### config.mk
export PLATFORM = sky130hd
export DESIGN_NAME = pack_fifo
export DESIGN_NICKNAME = d
export VERILOG_FILES = /design/src/rtl/pack_fifo_pkg.sv /design/src/rtl/pack_fifo_packer.sv /design/src/rtl/pack_fifo.sv
export SDC_FILE = /design/constraint.sdc
export NUM_CORES = 1
export LEC_CHECK = 0
export ABC_CLOCK_PERIOD_IN_PS = 4400
export CORE_UTILIZATION = 55
export CTS_CLUSTER_DIAMETER = 200
export DETAILED_ROUTE_END_ITERATION = 10
export PLACE_DENSITY = 0.83
export SLEW_MARGIN = 20
export SYNTH_ARGS = -nofsm -noshare
export SYNTH_HDL_FRONTEND = slang
export SYNTH_SLANG_ARGS = --single-unit
### constraint.sdc
create_clock -name clk -period 4.4 [get_ports clk]
set_input_delay 0.88 -clock clk [delete_from_list [all_inputs] [get_ports clk]]
set_output_delay 0.88 -clock clk [all_outputs]
set_load 0.02 [all_outputs]
### src/rtl/pack_fifo_pkg.sv
// pack_fifo_pkg -- shared constants and lane placement helper for pack_fifo.
//
// Contents:
//   DEF_IN_W, DEF_RATIO, DEF_DEPTH : default parameter values for pack_fifo.
//   lane_offset()                  : bit offset of input lane k inside a packed word.
//
// Configuration macro: PACK_FIFO_MSB_FIRST_EN
//   undefined : lane k occupies bits [k*IN_W +: IN_W] (first word least significant).
//   defined   : lane k occupies bits [(RATIO-1-k)*IN_W +: IN_W] (first word most significant).
package pack_fifo_pkg;

  localparam int DEF_IN_W  = 8;
  localparam int DEF_RATIO = 2;
  localparam int DEF_DEPTH = 32;

  // Out-of-range lanes map to offset 0 so callers never build an illegal select.
  function automatic int lane_offset(input int lane, input int ratio, input int in_w);
    if (lane < 0 || lane >= ratio) begin
      return 0;
    end
`ifdef PACK_FIFO_MSB_FIRST_EN
    return (ratio - 1 - lane) * in_w;
`else
    return lane * in_w;
`endif
  endfunction

endpackage

### src/rtl/pack_fifo_packer.sv
// pack_fifo_packer -- accumulates RATIO input words into one packed word.
//
// Ports:
//   clk        : clock, rising edge.
//   rst        : asynchronous active-high reset (lane counter only).
//   flush      : synchronous clear; discards any partial word.
//   accept     : an input word is taken this cycle.
//   in_data    : input word (IN_W bits).
//   lane_last  : lane counter currently points at the final lane.
//   word_done  : strobe, the word completing on this edge is on word_data.
//   word_data  : partial word with the current input merged into its lane.
//
// Lane order is chosen by PACK_FIFO_MSB_FIRST_EN through pack_fifo_pkg::lane_offset.
module pack_fifo_packer
  import pack_fifo_pkg::*;
#(
  parameter int IN_W  = DEF_IN_W,
  parameter int RATIO = DEF_RATIO
) (
  input  logic                    clk,
  input  logic                    rst,
  input  logic                    flush,
  input  logic                    accept,
  input  logic [IN_W-1:0]         in_data,
  output logic                    lane_last,
  output logic                    word_done,
  output logic [IN_W*RATIO-1:0]   word_data
);

  localparam int OUT_W = IN_W * RATIO;
  localparam int LW    = $clog2(RATIO);
  localparam logic [LW-1:0] LANE_LAST = LW'(RATIO - 1);

  logic [LW-1:0]    lane_p0;
  logic [OUT_W-1:0] partial_p0;

  assign lane_last = (lane_p0 == LANE_LAST);
  assign word_done = accept && lane_last && !flush;

  // Merge the incoming word into the held partial so the final lane can be
  // written to storage on the same edge that accepts it.
  always_comb begin
    word_data = partial_p0;
    for (int k = 0; k < RATIO; k++) begin
      if (lane_p0 == LW'(k)) begin
        word_data[lane_offset(k, RATIO, IN_W) +: IN_W] = in_data;
      end
    end
  end

  // Stage p0: lane counter (control) and partial word (data, not reset).
  always_ff @(posedge clk or posedge rst) begin
    if (rst) begin
      lane_p0 <= '0;
    end else if (flush) begin
      lane_p0 <= '0;
    end else if (accept) begin
      lane_p0 <= lane_last ? '0 : lane_p0 + LW'(1);
    end
  end

  // Stale lanes are always overwritten before a word completes.
  always_ff @(posedge clk) begin
    if (accept && !flush) begin
      partial_p0 <= word_data;
    end
  end

endmodule

### src/rtl/pack_fifo.sv
// pack_fifo -- width-packing FIFO: RATIO narrow input words form one wide
// stored word, presented first-word-fall-through.
//
// Parameters: IN_W (input width), RATIO (2..8 words per output word),
//             DEPTH (power of two >= 4, storage in output words).
// Ports:
//   clk       : clock, rising edge.
//   rst       : asynchronous active-high reset (pointers, lane counter).
//   flush     : synchronous clear of all contents, overrides push and pop.
//   in_data   : input word;         in_valid / in_ready handshake.
//   out_data  : packed head word;   out_valid / out_ready handshake.
//   level     : number of stored complete words, 0..DEPTH.
//
// Configuration macro: PACK_FIFO_MSB_FIRST_EN (lane order, see pack_fifo_pkg).
module pack_fifo
  import pack_fifo_pkg::*;
#(
  parameter int IN_W  = DEF_IN_W,
  parameter int RATIO = DEF_RATIO,
  parameter int DEPTH = DEF_DEPTH
) (
  input  logic                       clk,
  input  logic                       rst,
  input  logic                       flush,
  input  logic [IN_W-1:0]            in_data,
  input  logic                       in_valid,
  output logic                       in_ready,
  output logic [IN_W*RATIO-1:0]      out_data,
  output logic                       out_valid,
  input  logic                       out_ready,
  output logic [$clog2(DEPTH):0]     level
);

  localparam int OUT_W = IN_W * RATIO;
  localparam int AW    = $clog2(DEPTH);

  logic [AW:0]      wptr_p0;
  logic [AW:0]      rptr_p0;
  logic [OUT_W-1:0] mem [DEPTH];

  logic             full;
  logic             empty;
  logic             accept;
  logic             lane_last;
  logic             push;
  logic             pop;
  logic [OUT_W-1:0] word_data;

  assign full  = (wptr_p0[AW] != rptr_p0[AW]) && (wptr_p0[AW-1:0] == rptr_p0[AW-1:0]);
  assign empty = (wptr_p0 == rptr_p0);
  assign level = wptr_p0 - rptr_p0;

  // Stall only when the next accept would complete a word that has no room;
  // deliberately independent of out_ready to keep the path combinationally short.
  assign in_ready  = !lane_last || !full;
  assign accept    = in_valid && in_ready;
  assign out_valid = !empty;
  assign out_data  = mem[rptr_p0[AW-1:0]];
  assign pop       = out_valid && out_ready && !flush;

  pack_fifo_packer #(
    .IN_W  (IN_W),
    .RATIO (RATIO)
  ) u_packer (
    .clk       (clk),
    .rst       (rst),
    .flush     (flush),
    .accept    (accept),
    .in_data   (in_data),
    .lane_last (lane_last),
    .word_done (push),
    .word_data (word_data)
  );

  // Stage p0: pointer update; level follows from the pointer difference.
  always_ff @(posedge clk or posedge rst) begin
    if (rst) begin
      wptr_p0 <= '0;
      rptr_p0 <= '0;
    end else if (flush) begin
      wptr_p0 <= '0;
      rptr_p0 <= '0;
    end else begin
      if (push) begin
        wptr_p0 <= wptr_p0 + (AW+1)'(1);
      end
      if (pop) begin
        rptr_p0 <= rptr_p0 + (AW+1)'(1);
      end
    end
  end

  always_ff @(posedge clk) begin
    if (push) begin
      mem[wptr_p0[AW-1:0]] <= word_data;
    end
  end

endmodule

==> Yosys cells after proc, flatten, opt, wreduce, memory -nomap -nowiden <==
Memories as Yosys holds them, arrays and structs flattened.
Index checks and enable logic that the tools add are counted.
{ "word_totals": {"memories": 1, "regBits": 29, "ramBits": 512, "input_bits": 13} }
{ "memory_table": {"columns": ["memory", "depth", "width", "read_ports", "rd_clocked_by_memory_dff", "write_ports", "line", "rtl"], "rows": [
  ["mem", 32, 16, 1, 0, 1, "pack_fifo.sv:39", "logic [OUT_W-1:0] mem [DEPTH];"]
]} }
{ "op_classes": {"n_reduce_logical": 15, "mux": 11, "add_sub_neg": 4, "n_eq_ne": 3} }
{ "ops": {"columns": ["op", "n"], "rows": [
  ["two-way mux 6 bit", 4],
  ["two-way mux 8 bit", 2],
  ["adder 6 x 1 -> 6 bit, second input constant", 2],
  ["logical AND 1 bit", 7],
  ["== test 6 bit", 1],
  ["nonzero test 2 bit", 3],
  ["subtractor 6 bit", 1],
  ["== test 5 bit", 1],
  ["two-way mux 1 bit", 5],
  ["zero test 1 bit", 4],
  ["adder 1 bit, second input constant", 1],
  ["logical OR 1 bit", 1],
  ["!= test 1 bit", 1]
]} }

==> Logic depth before layout (Yosys ltp) <==
{ "depth": {"ltp_word": 9, "depth_mapped": 10, "ltp_nobuf": 6} }

==> Modules after synthesis <==
Synthesis repeated with hierarchy kept, for this count alone.
{ "hier_totals": {"hier_cells": 1208, "area_unflattened_um2": 21565.7} }
{ "modules_own_cells": {"columns": ["mod", "cells_per_inst", "instances", "area_each_um2", "seq_area_each_um2"], "rows": [
  ["pack_fifo", 1168, 1, 20788.7, 15675.0],
  ["pack_fifo_packer", 40, 1, 777.0, 505.5]
]} }

==> Least setup slack after synthesis <==
OpenSTA, ideal clock, no wires.
{ "synth_timing": {"kind": "register to register", "startpoint": "register rptr_p0[2]", "endpoint": "register u_packer.partial_p0[0], enable pin", "n_path_buf": 4, "path_stages_with_launch": 10, "arrival_ns": 2.889, "setup_ns": 0.414, "period_less_slack_ns": 3.303, "setup_slack_ns": 1.097, "cell_sequence": "dfrtp_1 buf_2 buf_2 buf_2 inv_1 ha_1 buf_2 inv_1 nor3_1 a211oi_1"} }
{ "synth_between": {"elab_chain_cells": 6} }
{ "synth_rtl": {"columns": ["item", "line", "rtl"], "rows": [
  ["start, declared", "pack_fifo.sv:38", "logic [AW:0] rptr_p0;"],
  ["start signal, assigned", "pack_fifo.sv:88", "rptr_p0 <= rptr_p0 + (AW+1)'(1);"],
  ["== test 5 bit", "pack_fifo.sv:49", "assign full = (wptr_p0[AW] != rptr_p0[AW]) && (wptr_p0[AW-1:0] == rptr_p0[AW-1:0]);"],
  ["logical AND 1 bit", "pack_fifo.sv:49", null],
  ["zero test 1 bit", "pack_fifo.sv:55", "assign in_ready = !lane_last || !full;"],
  ["logical OR 1 bit", "pack_fifo.sv:55", null],
  ["logical AND 1 bit", "pack_fifo.sv:56", "assign accept = in_valid && in_ready;"],
  ["logical AND 1 bit", "pack_fifo_packer.sv:64", "if (accept && !flush) begin"],
  ["end signal, assigned", "pack_fifo_packer.sv:65", "partial_p0 <= word_data;"],
  ["end, declared", "pack_fifo_packer.sv:35", "logic [OUT_W-1:0] partial_p0;"]
]} }
No other way between the ends.
A chain may end at the register's enable or synchronous reset.

==> Worst setup path after layout <==
{ "layout_timing": {"startpoint": "register rptr_p0[0]", "endpoint": "output out_data[13]"} }
{ "layout_between": {"elab_chain_cells": 1} }
{ "layout_rtl": {"columns": ["item", "line", "rtl"], "rows": [
  ["memory (32 x 16 bit)", null, null],
  ["end, declared", "pack_fifo.sv:28", "output logic [IN_W*RATIO-1:0] out_data,"]
]} }
No other way between the ends.

==> flow_summary_export.csv <==
group,metric,value,unit
status,status,"complete, no violations",
global_route,gr-total-overflow,0,
clock_tree,tritoncts,"built",
critical_path,worst_ep_required_time,3.52,ns
synth,synth_area_per_cell,17.87,sq um
detailed_routing,drtPass1Iterations,5,
synth,synth_top_cells_by_area,"edfxtp_1 73%, mux2i_1 12%, a22oi_1 4.4%",
synth,yosysMostFrequentCell,"edfxtp_1",
sta,rsz0062_at_grt,"false",
synth,synth_top_family_by_area,"multiplexers",
detailed_routing,dr_total_vias,11630,
detailed_routing,wirelength,47970,um
clock_tree,clkLatencyLatePin,0.57,ns
sta,relSlewSlack,44.89,%
global_route,track_usage,23.94,%
power,leakagePower,7.395,nW
power,vdd_drop_max,0.3894,mV
synth,synthXorXnorAreaFrac,0.5310,%
sta,period_minus_slack,4.234,ns
synth,ys_seq_area_share,74.64,%
clock_tree,clockRootBuffer,"clkbuf_16",
critical_path,cp.arrival,3.35,ns
global_route,grt_max_degree,92,
synth,synth_top_flop_cell,"edfxtp_1",
global_route,use_met2,40.77,%
sta,fmax,0.2362,GHz
critical_path,r2r-end,"mem[31][7]",
clock_tree,cts_buffers,51,
sta,fin_crit_sh,96.23,%
floorplanning,fp.dieW,200.5,um
floorplanning,die_area,40210,sq um
floorplanning,initial_core_util,55.96,%
layout,n_fill_cell,2556,
global_route,grtUsageMet1,31.10,%
synth,synth_edf_count,528,
sta,skew,0.01844,ns
global_route,antenna_found_initial,1,
synth,synthMuxAreaShare,12.80,%
detailed_routing,drt_iter0_drc,1530,
detailed_routing,wl_per_cell,25.82,um
sta,tightest_slew,0.8266,ns
synth,syn_inst,1213,
synth,ys_ff_latch,541,
synth,synthesis.area,21680,sq um
critical_path,cp_max_fo,18,
clock_tree,cts_sinks,541,
synth,yosys.area_share.simple,3.890,%
global_route,grt_use_met3,4.042,%
power,p_comb_share,5.0,%
place,io_buffers,36,
floorplanning,num_rows,72,
clock_tree,hold_buffers,0,
layout,fin_util,63.47,%
power,intPower,8.513,mW
place,hpwl,28930,um
floorplanning,die_h,200.5,um
power,pwr-share-clk,41.3,%
synth,synth_compound_area_share,5.351,%
floorplanning,core_area,38740,sq um
layout,num-nets-final,1323,
detailed_routing,viasPerCell,6.258,
hold_path,min_path_type,"in -> async",
synth,ys_top_cells_by_count,"528 x edfxtp_1, 257 x mux2i_1, 128 x a22oi_1",
sta,hold_viol,0,
synth,synth_cell_type_count,49,
synth,yosys.area.top_type,"edfxtp_1",
synth,synthArstFlopShare,2.403,%
critical_path,start_kind,"flop",
layout,diodes,0,
power,power,10.70,mW
critical_path,reg2reg_slack,0.91,ns
job,maxCapViolCount,0,
floorplanning,io_pins,37,
critical_path,path_class,"reg -> out",
detailed_routing,post-route-drc-count,0,
layout,areaGrowthSynthToFinish,13.42,%
synth,yosys.area_share.adder,0.6696,%
place,gp_congestion,0.8846,
synth,syn_nets,1237,
detailed_routing,antenna_left,0,
critical_path,reg2reg_from,"rptr_p0[3]",
critical_path,reg2reg_depth,7,
power,power_density,435.3,nW/um^2
power,switching_power,2.189,mW
layout,drive_above_1_share,12.99,%
clock_tree,clk_pin_slew,0.06,ns
sta,drv_slew,0,
clock_tree,ctsHtreeMaxLevel,2,
sta,setup_tns,0,ns
sta,setup_viol,0,
power,seqPwrFrac,53.8,%
clock_tree,clk_path_buf_depth,3,
synth,synth_top_area_share,73.14,%
power,p_sw_share,20.45,%
critical_path,setup.worst_path.end_class,"primary output",
global_route,top_usage_layer,"met2",
synth,yosys_warnings,0,
global_route,grt_pass1_vias,11710,
global_route,grt_pass1_wl,71740,um
[power groups by stage]
stage,logic [mW],registers [mW],clock network (mW)
finish,0.530,5.76,4.42
global route,0.559,5.76,4.66
CTS,0.529,5.76,4.46
detailed placement,0.523,5.87,0
global placement,0.506,5.86,0
floorplan,0.297,5.85,0
[placed cells by master, fill, tap and decap left out, types with 3 or more instances in the layout]
| master | Yosys | final |
|---|---|---|
| ha_1 | 10 | 10 |
| a21oi_1 | 3 | 3 |
| nand3b_1 | 3 | 3 |
| clkdlybuf4s50_1 | 0 | 36 |
| nor4b_4 | 4 | 4 |
| dfrtp_1 | 13 | 11 |
| nand4_1 | 37 | 37 |
| clkinv_2 | 0 | 6 |
| nor4bb_4 | 0 | 3 |
| and4b_1 | 4 | 3 |
| xnor2_1 | 9 | 9 |
| nor3_1 | 4 | 4 |
| a22oi_1 | 128 | 128 |
| buf_12 | 0 | 4 |
| nor2b_1 | 3 | 3 |
| inv_1 | 13 | 13 |
| clkbuf_16 | 0 | 53 |
| buf_4 | 14 | 63 |
| clkinv_1 | 0 | 17 |
| nand3_1 | 6 | 6 |
| bufinv_16 | 0 | 7 |
| nand2_1 | 9 | 9 |
| nor2_1 | 61 | 60 |
| clkbuf_1 | 9 | 9 |
| mux2i_1 | 257 | 257 |
| mux2_2 | 18 | 18 |
| edfxtp_1 | 528 | 528 |
[final cells by class]
class / instances / area (sq um) / share of cell area, %
well taps: 518 / 648.1 / 2.636
inverters: 13 / 48.80 / 0.1985
clock buffers: 62 / 1360 / 5.532
clock inverters: 32 / 331.6 / 1.349
flip-flops and latches: 541 / 16190 / 65.83
multi-input cells: 589 / 5099 / 20.74
repair buffers: 103 / 913.4 / 3.715
[state kept, by name (all words and copies together), names as in the netlist]
register             cells
u_packer.lane_last       1
wptr_p0                  6
mem                    512
u_packer.partial_p0     16
rptr_p0                  6
[how the worst max path moves through the flow]
stage | from | depth (start not counted) | end | slack (ns)
finish | rptr_p0[0] | 7 | out_data[13] | 0.17
global route | rptr_p0[0] | 7 | out_data[13] | 0.02
CTS | rptr_p0[1] | 5 | out_data[13] | 0.03
detailed placement | rptr_p0[3] | 5 | out_data[0] | 0.67
global placement | rptr_p0[1] | 5 | out_data[13] | 0.73
floorplan | rptr_p0[2] | 9 | u_packer.partial_p0[0] | 1.10
[cell families after synthesis]
logic type                 count (synthesis)
muxes                                    275
xor gates and xnor gates                  11
adders and majority gates                 11
AOI/OAI and AO/OA                        149
and+or+nand+nor                          143
DFF                                      541
buffers and inverters                     83
[metrics by stage]
stage | area, sq um | setup slack [ns] | hold slack (ns) | cells
after global routing | 24590 | 0.02050 | 0.6781 | 1858
after CTS | 24540 | 0.02811 | 0.6558 | 1856
final | 24590 | 0.1657 | 0.6655 | 1858
after global placement | 22850 | 0.7280 | 0.6208 | 1762
after detailed placement | 22850 | 0.6689 | 0.6416 | 1762
after floorplan | 21680 | 1.097 | 0.5792 | 1213
[worst max-delay path: stages, from the launching register on]
cell and delay [ns]:
dfrtp_1 0.63, buf_4 0.29, nor4b_4 0.59, buf_4 0.32, a22oi_1 0.13, nand4_1 0.17
nor2_1 0.11, clkdlybuf4s50_1 0.55
[routing by layer]
| metal | vias up | wire length (um) |
|---|---|---|
| met3 | 112 | 4278 |
| met1 | 5821 | 18120 |
| li1 | 5045 | - |
| met5 | - | 0 |
| met2 | 649 | 23930 |
| met4 | 0 | 1635 |
[what timing repair did]
item | 4_1_cts | 5_1_grt
buffers inserted | 0 | 2
setup endpoints to repair | 0 | 17
resized for setup | 0 | 2
Power figures use the tool's default switching activity.
